$ cat config.mk
export PLATFORM = sky130hd
export DESIGN_NAME = spi_flash_reader_flat
export DESIGN_NICKNAME = d
export VERILOG_FILES = /design/src/rtl/spi_flash_reader_if.sv /design/src/rtl/spi_flash_reader.sv /design/src/flat_wrapper.sv
export SDC_FILE = /design/constraint.sdc
export NUM_CORES = 1
export LEC_CHECK = 0
export CAP_MARGIN = 30
export CORE_AREA = 5 5 137 139
export CTS_CLUSTER_SIZE = 28
export DETAILED_ROUTE_END_ITERATION = 6
export DIE_AREA = 0 0 142 144
export GPL_TIMING_DRIVEN = 1
export SLEW_MARGIN = 20
export SYNTH_ARGS = -nofsm -noshare
export SYNTH_HDL_FRONTEND = slang
export SYNTH_SLANG_ARGS = --single-unit
export TNS_END_PERCENT = 20
$ cat constraint.sdc
create_clock -name clk_i -period 2.2 [get_ports clk_i]
set_input_delay 0.44 -clock clk_i [delete_from_list [all_inputs] [get_ports clk_i]]
set_output_delay 0.44 -clock clk_i [all_outputs]
set_load 0.05 [all_outputs]
$ cat src/rtl/spi_flash_reader_if.sv
// Request, word-stream and SPI-master register-bus signals of the flash read sequencer.
// master: the sequencer's view; slave: the surrounding system (requester, consumer, SPI master).
interface spi_flash_reader_if #(
  parameter int XLEN = 32
);
  logic            req_valid_i;
  logic            req_ready_o;
  logic [23:0]     req_addr_i;
  logic [7:0]      req_len_i;
  logic            rd_valid_o;
  logic            rd_ready_i;
  logic [31:0]     rd_data_o;
  logic            busy_o;
  logic            m_stb_o;
  logic [1:0]      m_adr_o;
  logic [3:0]      m_byte_sel_o;
  logic            m_we_o;
  logic [XLEN-1:0] m_dat_o;
  logic [XLEN-1:0] m_dat_i;

  modport master (
    input  req_valid_i, req_addr_i, req_len_i, rd_ready_i, m_dat_i,
    output req_ready_o, rd_valid_o, rd_data_o, busy_o,
           m_stb_o, m_adr_o, m_byte_sel_o, m_we_o, m_dat_o
  );

  modport slave (
    output req_valid_i, req_addr_i, req_len_i, rd_ready_i, m_dat_i,
    input  req_ready_o, rd_valid_o, rd_data_o, busy_o,
           m_stb_o, m_adr_o, m_byte_sel_o, m_we_o, m_dat_o
  );
endinterface

$ cat src/rtl/spi_flash_reader.sv
// Serial-flash READ sequencer driving the SPI master register port; streams little-endian words.
// SPI_FLASH_FAST_READ_EN selects opcode 0x0B with one dummy byte after the address.
module spi_flash_reader #(
  parameter logic [15:0] SCK_DIV = 16'd4,
  parameter int          XLEN    = 32
) (
  input  logic               clk_i,
  input  logic               rst_ni,
  spi_flash_reader_if.master bus
);

`ifdef SPI_FLASH_FAST_READ_EN
  localparam logic [7:0]  OPCODE    = 8'h0B;
  localparam logic [10:0] HDR_BYTES = 11'd5;
`else
  localparam logic [7:0]  OPCODE    = 8'h03;
  localparam logic [10:0] HDR_BYTES = 11'd4;
`endif

  typedef enum logic [3:0] {
    IDLE      = 4'd0,
    FLUSH     = 4'd1,
    FLUSH_POP = 4'd2,
    CS_ON     = 4'd3,
    TX_PUSH   = 4'd4,
    TX_WR     = 4'd5,
    RX_POLL   = 4'd6,
    RX_POP    = 4'd7,
    WORD_OUT  = 4'd8,
    CS_OFF    = 4'd9
  } state_t;

  state_t          state_r, state_n;
  logic [23:0]     addr_r;
  logic [8:0]      words_left_r;
  logic [10:0]     byte_cnt_r;
  logic [31:0]     word_r;
  logic [31:0]     rd_data_r;
  logic            req_ready_r, rd_valid_r, busy_r;
  logic            m_stb_r, m_we_r, m_stb_n, m_we_n;
  logic [1:0]      m_adr_r, m_adr_n;
  logic [3:0]      m_sel_r, m_sel_n;
  logic [XLEN-1:0] m_dat_r, m_dat_n;
  logic [7:0]      tx_byte_s;
  logic [1:0]      lane_s;
  logic            is_data_s, accept_s, unused_s;

  function automatic logic [XLEN-1:0] ctrl_word(input logic cs_n);
    return XLEN'({SCK_DIV, 12'h000, 1'b0, 1'b0, cs_n, 1'b1});
  endfunction

  assign accept_s  = bus.req_valid_i && req_ready_r;
  assign is_data_s = (byte_cnt_r >= HDR_BYTES);
  // Lane of the current data byte, counted from the first byte after the header.
  assign lane_s    = byte_cnt_r[1:0] - HDR_BYTES[1:0];
  assign unused_s  = ^bus.m_dat_i[XLEN-1:8];

  // TX byte for the current slot: header bytes, then dummy zeros.
  always_comb begin
    tx_byte_s = 8'h00;
    case (byte_cnt_r)
      11'd0:   tx_byte_s = OPCODE;
      11'd1:   tx_byte_s = addr_r[23:16];
      11'd2:   tx_byte_s = addr_r[15:8];
      11'd3:   tx_byte_s = addr_r[7:0];
      default: tx_byte_s = 8'h00;
    endcase
  end

  // Next-state logic.
  always_comb begin
    state_n = state_r;
    case (state_r)
      IDLE:      if (accept_s) state_n = FLUSH; else state_n = IDLE;
      FLUSH:     if (!bus.m_dat_i[1]) state_n = FLUSH_POP; else state_n = CS_ON;
      FLUSH_POP: state_n = FLUSH;
      CS_ON:     state_n = TX_PUSH;
      TX_PUSH:   if (!bus.m_dat_i[2]) state_n = TX_WR; else state_n = TX_PUSH;
      TX_WR:     state_n = RX_POLL;
      RX_POLL:   if (!bus.m_dat_i[1]) state_n = RX_POP; else state_n = RX_POLL;
      RX_POP:    if (is_data_s && (lane_s == 2'd3)) state_n = WORD_OUT; else state_n = TX_PUSH;
      WORD_OUT: begin
        if (bus.rd_ready_i) begin
          if (words_left_r == 9'd1) state_n = CS_OFF; else state_n = TX_PUSH;
        end else begin
          state_n = WORD_OUT;
        end
      end
      CS_OFF:    state_n = IDLE;
      default:   state_n = IDLE;
    endcase
  end

  // Bus access for the state being entered, so the strobe is registered with the state.
  always_comb begin
    m_stb_n = 1'b0;
    m_we_n  = 1'b0;
    m_adr_n = 2'b00;
    m_sel_n = 4'b0000;
    m_dat_n = '0;
    case (state_n)
      FLUSH, TX_PUSH, RX_POLL: begin
        m_stb_n = 1'b1; m_adr_n = 2'b01; m_sel_n = 4'b0001;
      end
      FLUSH_POP, RX_POP: begin
        m_stb_n = 1'b1; m_adr_n = 2'b10; m_sel_n = 4'b0001;
      end
      TX_WR: begin
        m_stb_n = 1'b1; m_we_n = 1'b1; m_adr_n = 2'b11; m_sel_n = 4'b0001;
        m_dat_n = {{(XLEN-8){1'b0}}, tx_byte_s};
      end
      CS_ON: begin
        m_stb_n = 1'b1; m_we_n = 1'b1; m_adr_n = 2'b00; m_sel_n = 4'b1111;
        m_dat_n = ctrl_word(1'b0);
      end
      CS_OFF: begin
        m_stb_n = 1'b1; m_we_n = 1'b1; m_adr_n = 2'b00; m_sel_n = 4'b1111;
        m_dat_n = ctrl_word(1'b1);
      end
      default: begin
        m_stb_n = 1'b0;
      end
    endcase
  end

  // State, counters, word assembly and registered outputs.
  always_ff @(posedge clk_i) begin
    if (!rst_ni) begin
      state_r      <= IDLE;
      addr_r       <= 24'h000000;
      words_left_r <= 9'd0;
      byte_cnt_r   <= 11'd0;
      word_r       <= 32'h0000_0000;
      rd_data_r    <= 32'h0000_0000;
      req_ready_r  <= 1'b0;
      rd_valid_r   <= 1'b0;
      busy_r       <= 1'b0;
      m_stb_r      <= 1'b0;
      m_we_r       <= 1'b0;
      m_adr_r      <= 2'b00;
      m_sel_r      <= 4'b0000;
      m_dat_r      <= '0;
    end else begin
      state_r     <= state_n;
      req_ready_r <= (state_n == IDLE);
      rd_valid_r  <= (state_n == WORD_OUT);
      busy_r      <= (state_n != IDLE);
      m_stb_r     <= m_stb_n;
      m_we_r      <= m_we_n;
      m_adr_r     <= m_adr_n;
      m_sel_r     <= m_sel_n;
      m_dat_r     <= m_dat_n;
      if ((state_r == IDLE) && accept_s) begin
        addr_r       <= bus.req_addr_i;
        words_left_r <= (bus.req_len_i == 8'd0) ? 9'd256 : {1'b0, bus.req_len_i};
        byte_cnt_r   <= 11'd0;
      end
      if (state_r == RX_POP) begin
        byte_cnt_r <= byte_cnt_r + 11'd1;
        if (is_data_s) begin
          word_r[{lane_s, 3'b000} +: 8] <= bus.m_dat_i[7:0];
          if (lane_s == 2'd3) begin
            rd_data_r <= {bus.m_dat_i[7:0], word_r[23:0]};
          end
        end
      end
      if ((state_r == WORD_OUT) && bus.rd_ready_i) begin
        words_left_r <= words_left_r - 9'd1;
      end
    end
  end

  assign bus.req_ready_o  = req_ready_r;
  assign bus.rd_valid_o   = rd_valid_r;
  assign bus.rd_data_o    = rd_data_r;
  assign bus.busy_o       = busy_r;
  assign bus.m_stb_o      = m_stb_r;
  assign bus.m_we_o       = m_we_r;
  assign bus.m_adr_o      = m_adr_r;
  assign bus.m_byte_sel_o = m_sel_r;
  assign bus.m_dat_o      = m_dat_r;

endmodule
$ cat src/flat_wrapper.sv
// flat-port wrapper written by rule: the top's interface ports become plain ports
module spi_flash_reader_flat 
#(
  parameter logic [15:0] SCK_DIV = 16'd4,
  parameter int          XLEN    = 32
)
  (clk_i, rst_ni, bus_req_valid_i, bus_req_addr_i, bus_req_len_i, bus_rd_ready_i, bus_m_dat_i, bus_req_ready_o, bus_rd_valid_o, bus_rd_data_o, bus_busy_o, bus_m_stb_o, bus_m_adr_o, bus_m_byte_sel_o, bus_m_we_o, bus_m_dat_o);
  spi_flash_reader_if #(.XLEN(XLEN)) bus_i ();
  input  logic clk_i;
  input  logic rst_ni;
  input wire logic [$bits(bus_i.req_valid_i)-1:0] bus_req_valid_i;
  input wire logic [$bits(bus_i.req_addr_i)-1:0] bus_req_addr_i;
  input wire logic [$bits(bus_i.req_len_i)-1:0] bus_req_len_i;
  input wire logic [$bits(bus_i.rd_ready_i)-1:0] bus_rd_ready_i;
  input wire logic [$bits(bus_i.m_dat_i)-1:0] bus_m_dat_i;
  output wire logic [$bits(bus_i.req_ready_o)-1:0] bus_req_ready_o;
  output wire logic [$bits(bus_i.rd_valid_o)-1:0] bus_rd_valid_o;
  output wire logic [$bits(bus_i.rd_data_o)-1:0] bus_rd_data_o;
  output wire logic [$bits(bus_i.busy_o)-1:0] bus_busy_o;
  output wire logic [$bits(bus_i.m_stb_o)-1:0] bus_m_stb_o;
  output wire logic [$bits(bus_i.m_adr_o)-1:0] bus_m_adr_o;
  output wire logic [$bits(bus_i.m_byte_sel_o)-1:0] bus_m_byte_sel_o;
  output wire logic [$bits(bus_i.m_we_o)-1:0] bus_m_we_o;
  output wire logic [$bits(bus_i.m_dat_o)-1:0] bus_m_dat_o;
  assign bus_i.req_valid_i = bus_req_valid_i;
  assign bus_i.req_addr_i = bus_req_addr_i;
  assign bus_i.req_len_i = bus_req_len_i;
  assign bus_i.rd_ready_i = bus_rd_ready_i;
  assign bus_i.m_dat_i = bus_m_dat_i;
  assign bus_req_ready_o = bus_i.req_ready_o;
  assign bus_rd_valid_o = bus_i.rd_valid_o;
  assign bus_rd_data_o = bus_i.rd_data_o;
  assign bus_busy_o = bus_i.busy_o;
  assign bus_m_stb_o = bus_i.m_stb_o;
  assign bus_m_adr_o = bus_i.m_adr_o;
  assign bus_m_byte_sel_o = bus_i.m_byte_sel_o;
  assign bus_m_we_o = bus_i.m_we_o;
  assign bus_m_dat_o = bus_i.m_dat_o;
  spi_flash_reader #(.SCK_DIV(SCK_DIV), .XLEN(XLEN)) u_core (.clk_i(clk_i), .rst_ni(rst_ni), .bus(bus_i));
endmodule
Word level (Yosys, flattened, before mapping)
Cells that the tools add are included.

cells by class
  mux-type cells = 20
  add/subtract/negate cells = 3
  equal/unequal tests = 22
  order comparisons = 1
  reduce and logical (&&, ||, !) cells = 19
  shift operators = 2

operators with widths
  cell                      count
  $pmux W19 S3              1
  $pmux W4 S9               1
  $bwmux W32                1
  $eq A4 B3 Y1 const B      8
  $pmux W8 S4               1
  $shift A8 B7 Y32 const A  1
  $shiftx A8 B7 Y32         1
  $mux W9                   3
  $eq A11 B2 Y1 const B     2
  $mux W11                  2
  $eq A4 B2 Y1 const B      4
  $eq A4 B4 Y1 const B      3
  $mux W4                   3
  $add A11 B1 Y11 const B   1
  $eq A11 B1 Y1 const B     1
  $ge A11 B3 Y1 const B     1
  $logic_not A11 Y1         1
  $eq A9 B1 Y1 const B      1
  $sub A9 B1 Y9 const B     1
  $eq A4 B1 Y1 const B      2
  $logic_not A4 Y1          2
  $logic_not A8 Y1          1
  $pmux W4 S2               1
  $reduce_or A8 Y1          1
  other kinds (12)          23

storage, ports and cells
  output and inout port bits = 75
  word-level logic and storage cells = 81
  flip-flop bits (word level) = 155
  bits of input ports = 68

Depth between registers and ports, before layout
Gate-level depths: netlist of run 1.

  depth after elaboration = 7
  depth in mapped cells = 9

Worst setup path after synthesis of run 1
Ideal clock, no wire load.

  path type = reg2reg
  from = reg u_core.words_left_r[3]
  to = reg u_core.m_sel_r[0] (netlist: u_core.bus.m_byte_sel_o[0])
  path buffers = 1
  library setup time = 120 ps
  data required time = 2080 ps
  data arrival time = 2027 ps
  slack = 53 ps
  stages on the path, launching flop included = 7
  clock period less this slack = 2147 ps
  path through = dfxtp_1 -> or4_1 -> buf_2 -> o41a_1 -> o2bb2ai_4 -> and2b_1 -> a211o_1

between the ends
  word-level cells in the longest chain between the ends = 7

ends and longest elaborated chain
  element                                                         line                     RTL
  from (decl)                                                     spi_flash_reader.sv:35   logic [8:0] words_left_r;
  from (signal assigned)                                          spi_flash_reader.sv:155  words_left_r <= (bus.req_len_i == 8'd0) ? 9'd256 : {1'b0, bus.req_len_i};
  from (signal assigned)                                          spi_flash_reader.sv:168  words_left_r <= words_left_r - 9'd1;
  $eq A9 B1 Y1 (*)                                                spi_flash_reader.sv:84   if (words_left_r == 9'd1) state_n = CS_OFF; else state_n = TX_PUSH;
  $mux W4 (*)                                                     spi_flash_reader.sv:84
  $mux W4 (*)                                                     spi_flash_reader.sv:83   if (bus.rd_ready_i) begin
  $pmux W4 S9 (*)                                                 spi_flash_reader.sv:73   case (state_r)
  $eq A4 B1 Y1 (tied with other cells)                            spi_flash_reader.sv:101  case (state_n)
  $reduce_or A6 Y1 (no line) or $reduce_or A2 Y1 (tied branches)  --
  $pmux W4 S2 (*)                                                 spi_flash_reader.sv:101
  to (signal assigned)                                            spi_flash_reader.sv:151  m_sel_r <= m_sel_n;
  to (decl)                                                       spi_flash_reader.sv:42   logic [3:0] m_sel_r, m_sel_n;

Every way passes the cells marked *; elsewhere a longest branch is shown, timed or not.
A chain may end at the register's enable or synchronous reset.

Worst setup path after layout of run 1
  from = reg u_core.words_left_r[4]
  to = reg u_core.m_stb_r (netlist: u_core.bus.m_stb_o)

between the ends
  word-level cells in the longest chain between the ends = 7

ends and longest elaborated chain
  element                               line                     RTL
  $eq A9 B1 Y1 (*)                      spi_flash_reader.sv:84
  $mux W4 (*)                           spi_flash_reader.sv:84
  $mux W4 (*)                           spi_flash_reader.sv:83
  $pmux W4 S9 (*)                       spi_flash_reader.sv:73
  $eq A4 B1 Y1 (tied with other cells)  spi_flash_reader.sv:101
  $reduce_or A8 Y1 (no line) (*)        --
  $mux W1 (*)                           spi_flash_reader.sv:101
  to (signal assigned)                  spi_flash_reader.sv:148  m_stb_r <= m_stb_n;
  to (decl)                             spi_flash_reader.sv:40   logic m_stb_r, m_we_r, m_stb_n, m_we_n;

Marked as above.

==> out/results.ini, run 1 <==
[run_status]
status = finished clean

[sta]
finClkSkew_ps = 6.85
finalCritPeriodShare = 0.973
worstMarginPinSlew_ps = 524
finalSetupViolations = 0
slew-limit-headroom = 0.649
finalMaxSlewViolations = 0
final_hold_viol_count = 0
fin_tns_setup_ps = 0
grt_setup_unrepaired = true
post-route-min-period_ps = 2140
fmaxAchievable_ghz = 0.467

[worst_setup_path]
worstSetupPathType = register to register
worstPathMaxFanout = 6
end_kind = register
worstPathRequired_ps = 2500
cp.arrival_ps = 2440
crit_path_start_kind = register

[grt]
grt_pass1_wl_um = 21800
grt_usage = 0.132
grt_max_degree = 103
grt_pass1_vias = 4361
grt.overflow.total = 0
antenna_found_initial = 0

[placement]
io_buffers = 95
dp_cells = 946
dp_hpwl_um = 9140
gp_congestion = 0.807

[yosys]
synthArstFlopShare = 0
yosys.area.top_type = dfxtp_1
synth_top_family_by_area = simple AND/OR/NAND/NOR gates
ys.flop_type = dfxtp_1
yosys.area_share.adder = 0.0147
synth_compound_gate_area_share = 0.170
synth.avg_cell_area_um2 = 8.12
synthTopCellsByArea = dfxtp_1 (48%), nand2_1 (11%), a21oi_1 (9.8%), nand3_1 (3.7%), buf_4 (3.7%)
synth_area_mm2 = 0.00510
ys_seq_area_frac = 0.479
synth_cell_types = 63
muxShareOfSynthArea = 0.0103
yosys.area_share.xor_xnor = 0.00172
synth.top_cell.area_share = 0.479
synth_edf_count = 0
synthesis.instances = 628
yosysWarnings = 0
yosys.area_share.simple = 0.247
synth_seq_cells = 122

[clock_tree]
insertion_delay_ps = 420
h-tree-depth = 4
clock_path_buffers = 2
clock-sinks = 122
cts_tree = done
clk_pin_slew_ps = 50
cts_made_buffers = 17
cts_hold_buf = 0
cts_root_buf = clkbuf_16

[floorplanning]
dieArea_mm2 = 0.0204
dieHeight_um = 144
start_util = 0.291
ios = 143
die_x_um = 142
core-area_mm2 = 0.0175
fp-row-count = 49

[cells_and_area]
syn2layout_area_growth_pct = 37.6
antenna_cells = 0
final_common_cell = nand2_1
ff_latch_area_mm2 = 0.00244
layout.nets = 810
nFillCells = 1820
drive_gt1_frac = 0.120
multi_input_area_mm2 = 0.00237
layout.cells.non_filler = 978
layout.cells.most_common_list = nand2_1 (154), dfxtp_1 (122), a21oi_1 (100), clkdlybuf4s50_1 (95), nand3_1 (38)

[power]
p_leak_nw = 2.48
powerDensity_mw_per_mm2 = 825
internal_power_mw = 4.29
power.switching_mw = 1.51
switching_share = 0.260
power_mw = 5.79
p_seq_frac = 0.402
ir_worst_vdd_mv = 0.584
power_frac_clock = 0.479
comb_power_share = 0.120

[drt]
avgRoutedWirePerCell_um = 13.7
drt_pass1_iterations = 4
ant_nets = 0
remaining_drc_errors = 0
vias = 4586
viasPerCell = 4.69
drt_iter0_drc = 257
routed_wl_um = 13400

[run]
drv_cap = 0

[hold_path]
min-delay-path-class = register to register

==> final timing paths <==
kind	slack, ps	depth (start not counted)	to	startpoint
hold reg to reg	450	2	u_core.bus.rd_data_o[6]$_SDFFE_PN0P_	u_core.bus.rd_data_o[6]$_SDFFE_PN0P_
setup / recovery	60	5	u_core.bus.m_stb_o$_SDFF_PN0_	u_core.words_left_r[4]$_SDFFE_PN0P_
hold / removal	450	2	u_core.bus.rd_data_o[6]$_SDFFE_PN0P_	u_core.bus.rd_data_o[6]$_SDFFE_PN0P_
setup reg to reg	60	5	u_core.bus.m_stb_o$_SDFF_PN0_	u_core.words_left_r[4]$_SDFFE_PN0P_
==> flip-flops by register name, summed over array words and instances (netlist names) <==
| signal | count |
|---|---|
| u_core.addr_r | 24 |
| u_core.bus.busy_o | 1 |
| u_core.bus.m_adr_o | 2 |
| u_core.bus.m_byte_sel_o | 2 |
| u_core.bus.m_dat_o | 9 |
| u_core.bus.m_stb_o | 1 |
| u_core.bus.m_we_o | 1 |
| u_core.bus.rd_data_o | 32 |
| u_core.bus.rd_valid_o | 1 |
| u_core.bus.req_ready_o | 1 |
| u_core.byte_cnt_r | 11 |
| u_core.state_r | 4 |
| u_core.word_r | 24 |
| u_core.words_left_r | 9 |
==> what timing repair did <==
item	CTS	global route
setup buffers	0	0
pin swaps	0	2
setup endpoints to repair	3	4
hold endpoints to repair	0	0
gates resized for setup	2	2
==> critical path, stage by stage (launching register included) <==
cell and delay, ps:
dfxtp_1 350, or4_4 570, or4_4 530, o211ai_4 210, o31ai_2 110, a211o_1 270
==> metal layers <==
layer	vias to the layer above	routed length, um	GRT usage
met5	-	0	0
li1	2329	-	-
met4	0	138	0.0379
met2	115	6230	0.204
met3	13	765	0.0390
met1	2129	6250	0.180
==> stage by stage <==
stage                util  worst slack [ps]  hold slack, ps  instance area, um^2
detailed placement  0.365              -109             444                 6390
finish              0.400              60.3             450                 7020
global placement    0.365             -96.8             439                 6390
floorplan               -              53.1             432                 5180
CTS                 0.399              47.3             452                 7000
global route        0.400             -14.4             464                 7020
==> synthesized netlist by cell type (all sizes together) (2+ instances only) <==
master     n
a222oi     6
a22oi      2
nor3       7
a21oi    100
o31ai      2
nor3b      4
or3        4
ha         6
nor2      23
o2bb2ai    3
and3       4
nand4      3
inv        8
and2      10
mux2i      3
buf       36
mux2       2
nand2    154
o211ai     6
o21ai      4
a31oi      4
dfxtp    122
a211o      2
clkbuf    31
o22ai      2
a211oi     2
nand2b     3
nor4       8
or4        5
or2        2
nand3     38
nor2b      2
==> area by class of cell <==
type,count,share of cell area
timing repair buffer,134,0.183
tap,229,0.0408
sequential,122,0.348
multi-input combinational,452,0.339
clock buffer,19,0.0646
clock inverter,13,0.0205
inverter,9,0.00482
==> power by group through the flow <==
| stage | logic, mW | clock network (mW) | registers [mW] |
|---|---|---|---|
| floorplan | 0.384 | 0 | 2.44 |
| finish | 0.693 | 2.77 | 2.33 |
| detailed placement | 0.683 | 0 | 2.37 |
| CTS | 0.692 | 2.83 | 2.33 |
| global placement | 0.681 | 0 | 2.37 |
| global route | 0.746 | 2.92 | 2.34 |
==> kinds of logic after synthesis <==
| kind of cell | after synthesis |
|---|---|
| buffers and inverters | 76 |
| other | 1 |
| adder cells (fa/ha/maj) | 6 |
| XOR/XNOR | 1 |
| AO/OA/AOI/OAI | 143 |
| flip-flops | 122 |
| AND/OR/NAND/NOR | 274 |
| multiplexers | 5 |
Note: power is estimated with default switching activity, not from simulation.
==> inputs of run 2 (changes only) <==
--- a/config.mk
+++ b/config.mk
@@ -11,7 +11,7 @@
 export DETAILED_ROUTE_END_ITERATION = 6
 export DIE_AREA = 0 0 142 144
 export GPL_TIMING_DRIVEN = 1
-export SLEW_MARGIN = 20
+export PLACE_DENSITY = 0.54
 export SYNTH_ARGS = -nofsm -noshare
 export SYNTH_HDL_FRONTEND = slang
 export SYNTH_SLANG_ARGS = --single-unit
==> run 2 against run 1 <==
  * Flip-flop and latch count did not move
  * Non-clock buffer count fell by 1
  * Clock-buffer cell count rose by 2
  * Sequential power barely moved
  * Core utilization rose by 0.27 points
  * Clock power rose by 12%
  * Critical path depth rose by 1
  * Via count rose by 1.0%
  * Combinational power rose by 2%
  * Worst setup slack improved by 7.7 ps
  * Critical endpoint is now u_core.bus.m_byte_sel_o[0]$_SDFF_PN0_
  * Largest cell class unchanged
==> out/results.ini, run 2 (synthesis gave the netlist of run 1 again) <==
[power]
powerDensity_mw_per_mm2 = 867
ir_worst_vdd_mv = 0.731
power_mw = 6.12
p_leak_nw = 2.51

[worst_setup_path]
worstPathMaxFanout = 4
r2r-start = u_core.words_left_r[4]$_SDFFE_PN0P_
worstPathRequired_ps = 2500
r2r_cells = 6
crit_path_start_kind = register
end_kind = register
worstSetupPathType = register to register
cp.arrival_ps = 2430
regToRegEndpoint = u_core.bus.m_byte_sel_o[0]$_SDFF_PN0_
timing.reg2reg.setup_slack_ps = 70

[cells_and_area]
largest_register_ff_count = 32
antenna_cells = 0
drive_gt1_frac = 0.118
layout.cells.most_common_list = nand2_1 (154), dfxtp_1 (122), a21oi_1 (100), clkdlybuf4s50_1 (95), nand3_1 (38)
design_area_mm2 = 0.00706
syn2layout_area_growth_pct = 38.6
layout.cells.non_filler = 977
layout.nets = 809
final_common_cell = nand2_1

[sta]
fin_tns_setup_ps = 0
finClkSkew_ps = 8.12
finalCritPeriodShare = 0.969
worstMarginPinSlew_ps = 550
finalSetupViolations = 0
grt_setup_unrepaired = false
finalMaxSlewViolations = 0
post-route-min-period_ps = 2130
final_hold_viol_count = 0
fmaxAchievable_ghz = 0.469
slew-limit-headroom = 0.632

[floorplanning]
start_util = 0.291
die_x_um = 142
ios = 143
fp-row-count = 49
dieArea_mm2 = 0.0204
core-area_mm2 = 0.0175
dieHeight_um = 144

[drt]
routed_wl_um = 13700
ant_nets = 0
vias = 4634
drt_pass1_iterations = 5
avgRoutedWirePerCell_um = 14.0
drt_iter0_drc = 306
remaining_drc_errors = 0
viasPerCell = 4.74

[grt]
antenna_found_initial = 0
grt_pass1_wl_um = 22500
grt.overflow.total = 0
grt_usage = 0.137
grt_pass1_vias = 4532
grt_max_degree = 94

[clock_tree]
cts_tree = done
cts_root_buf = clkbuf_16
clock_path_buffers = 2
clock-sinks = 122
cts_made_buffers = 17
clk_pin_slew_ps = 60
insertion_delay_ps = 410
cts_hold_buf = 0
h-tree-depth = 4

[run_status]
status = finished clean

[placement]
dp_cells = 944
placed_area_mm2 = 0.00638
io_buffers = 95
dp_hpwl_um = 9640
gp_congestion = 0.757

[run]
drv_cap = 0

[hold_path]
hp-start = u_core.word_r[18]$_SDFFE_PN0P_
holdPathEnd = u_core.word_r[18]$_SDFFE_PN0P_
worstHoldPathCells = 2
min-delay-path-class = register to register

[run 2: final cells by class]
class	instances	area, um^2
clock buffer	21	470
multi-input combinational	452	2370
tap	229	287
timing repair buffer	133	1270
fill	1818	10500
clock inverter	11	190
sequential	122	2440
inverter	9	33.8
[run 2: critical path, cell delays in order, from the launching register on]
cell and delay [ps]:
dfxtp_1 310, or4_4 570, or4_4 450, o211ai_2 190
buf_4 150, o31ai_2 80, a211o_1 280
[run 2: what timing repair did]
item,CTS,global route
resized for setup,1,2
setup buffers,0,1
pin swaps,0,4
setup endpoints to repair,3,5
[run 2: metal layers]
metal	GRT usage	routed length (um)
met3	0.0453	1010
met1	0.178	6210
met5	0	0
met2	0.218	6320
met4	0.0439	150
[run 2: report_power, final]
group          internal (mW)  switching, mW
Clock                   2.10          0.990
Sequential              2.29         0.0421
Combinational          0.279          0.429
Total                   4.66           1.46
[run 2: how the worst max path moves through the flow]
stage,startpoint,endpoint,slack [ps]
after CTS,u_core.words_left_r[3]$_SDFFE_PN0P_,u_core.bus.busy_o$_SDFF_PN0_,20
after floorplan,u_core.words_left_r[3]$_SDFFE_PN0P_,u_core.bus.m_byte_sel_o[0]$_SDFF_PN0_,50
final,u_core.words_left_r[4]$_SDFFE_PN0P_,u_core.bus.m_byte_sel_o[0]$_SDFF_PN0_,70
after global placement,bus_rd_ready_i,u_core.words_left_r[5]$_SDFFE_PN0P_,-90
after detailed placement,bus_rd_ready_i,u_core.words_left_r[5]$_SDFFE_PN0P_,-70
after global routing,u_core.words_left_r[4]$_SDFFE_PN0P_,u_core.bus.m_stb_o$_SDFF_PN0_,0.6
[run 2: metrics by stage]
step	util	worst slack, ps	hold slack, ps
after detailed placement	0.364	-66.8	447
after floorplan	-	53.1	432
after CTS	0.402	21.8	453
after global placement	0.364	-91.6	441
after global routing	0.403	0.649	471
final	0.403	68.0	450
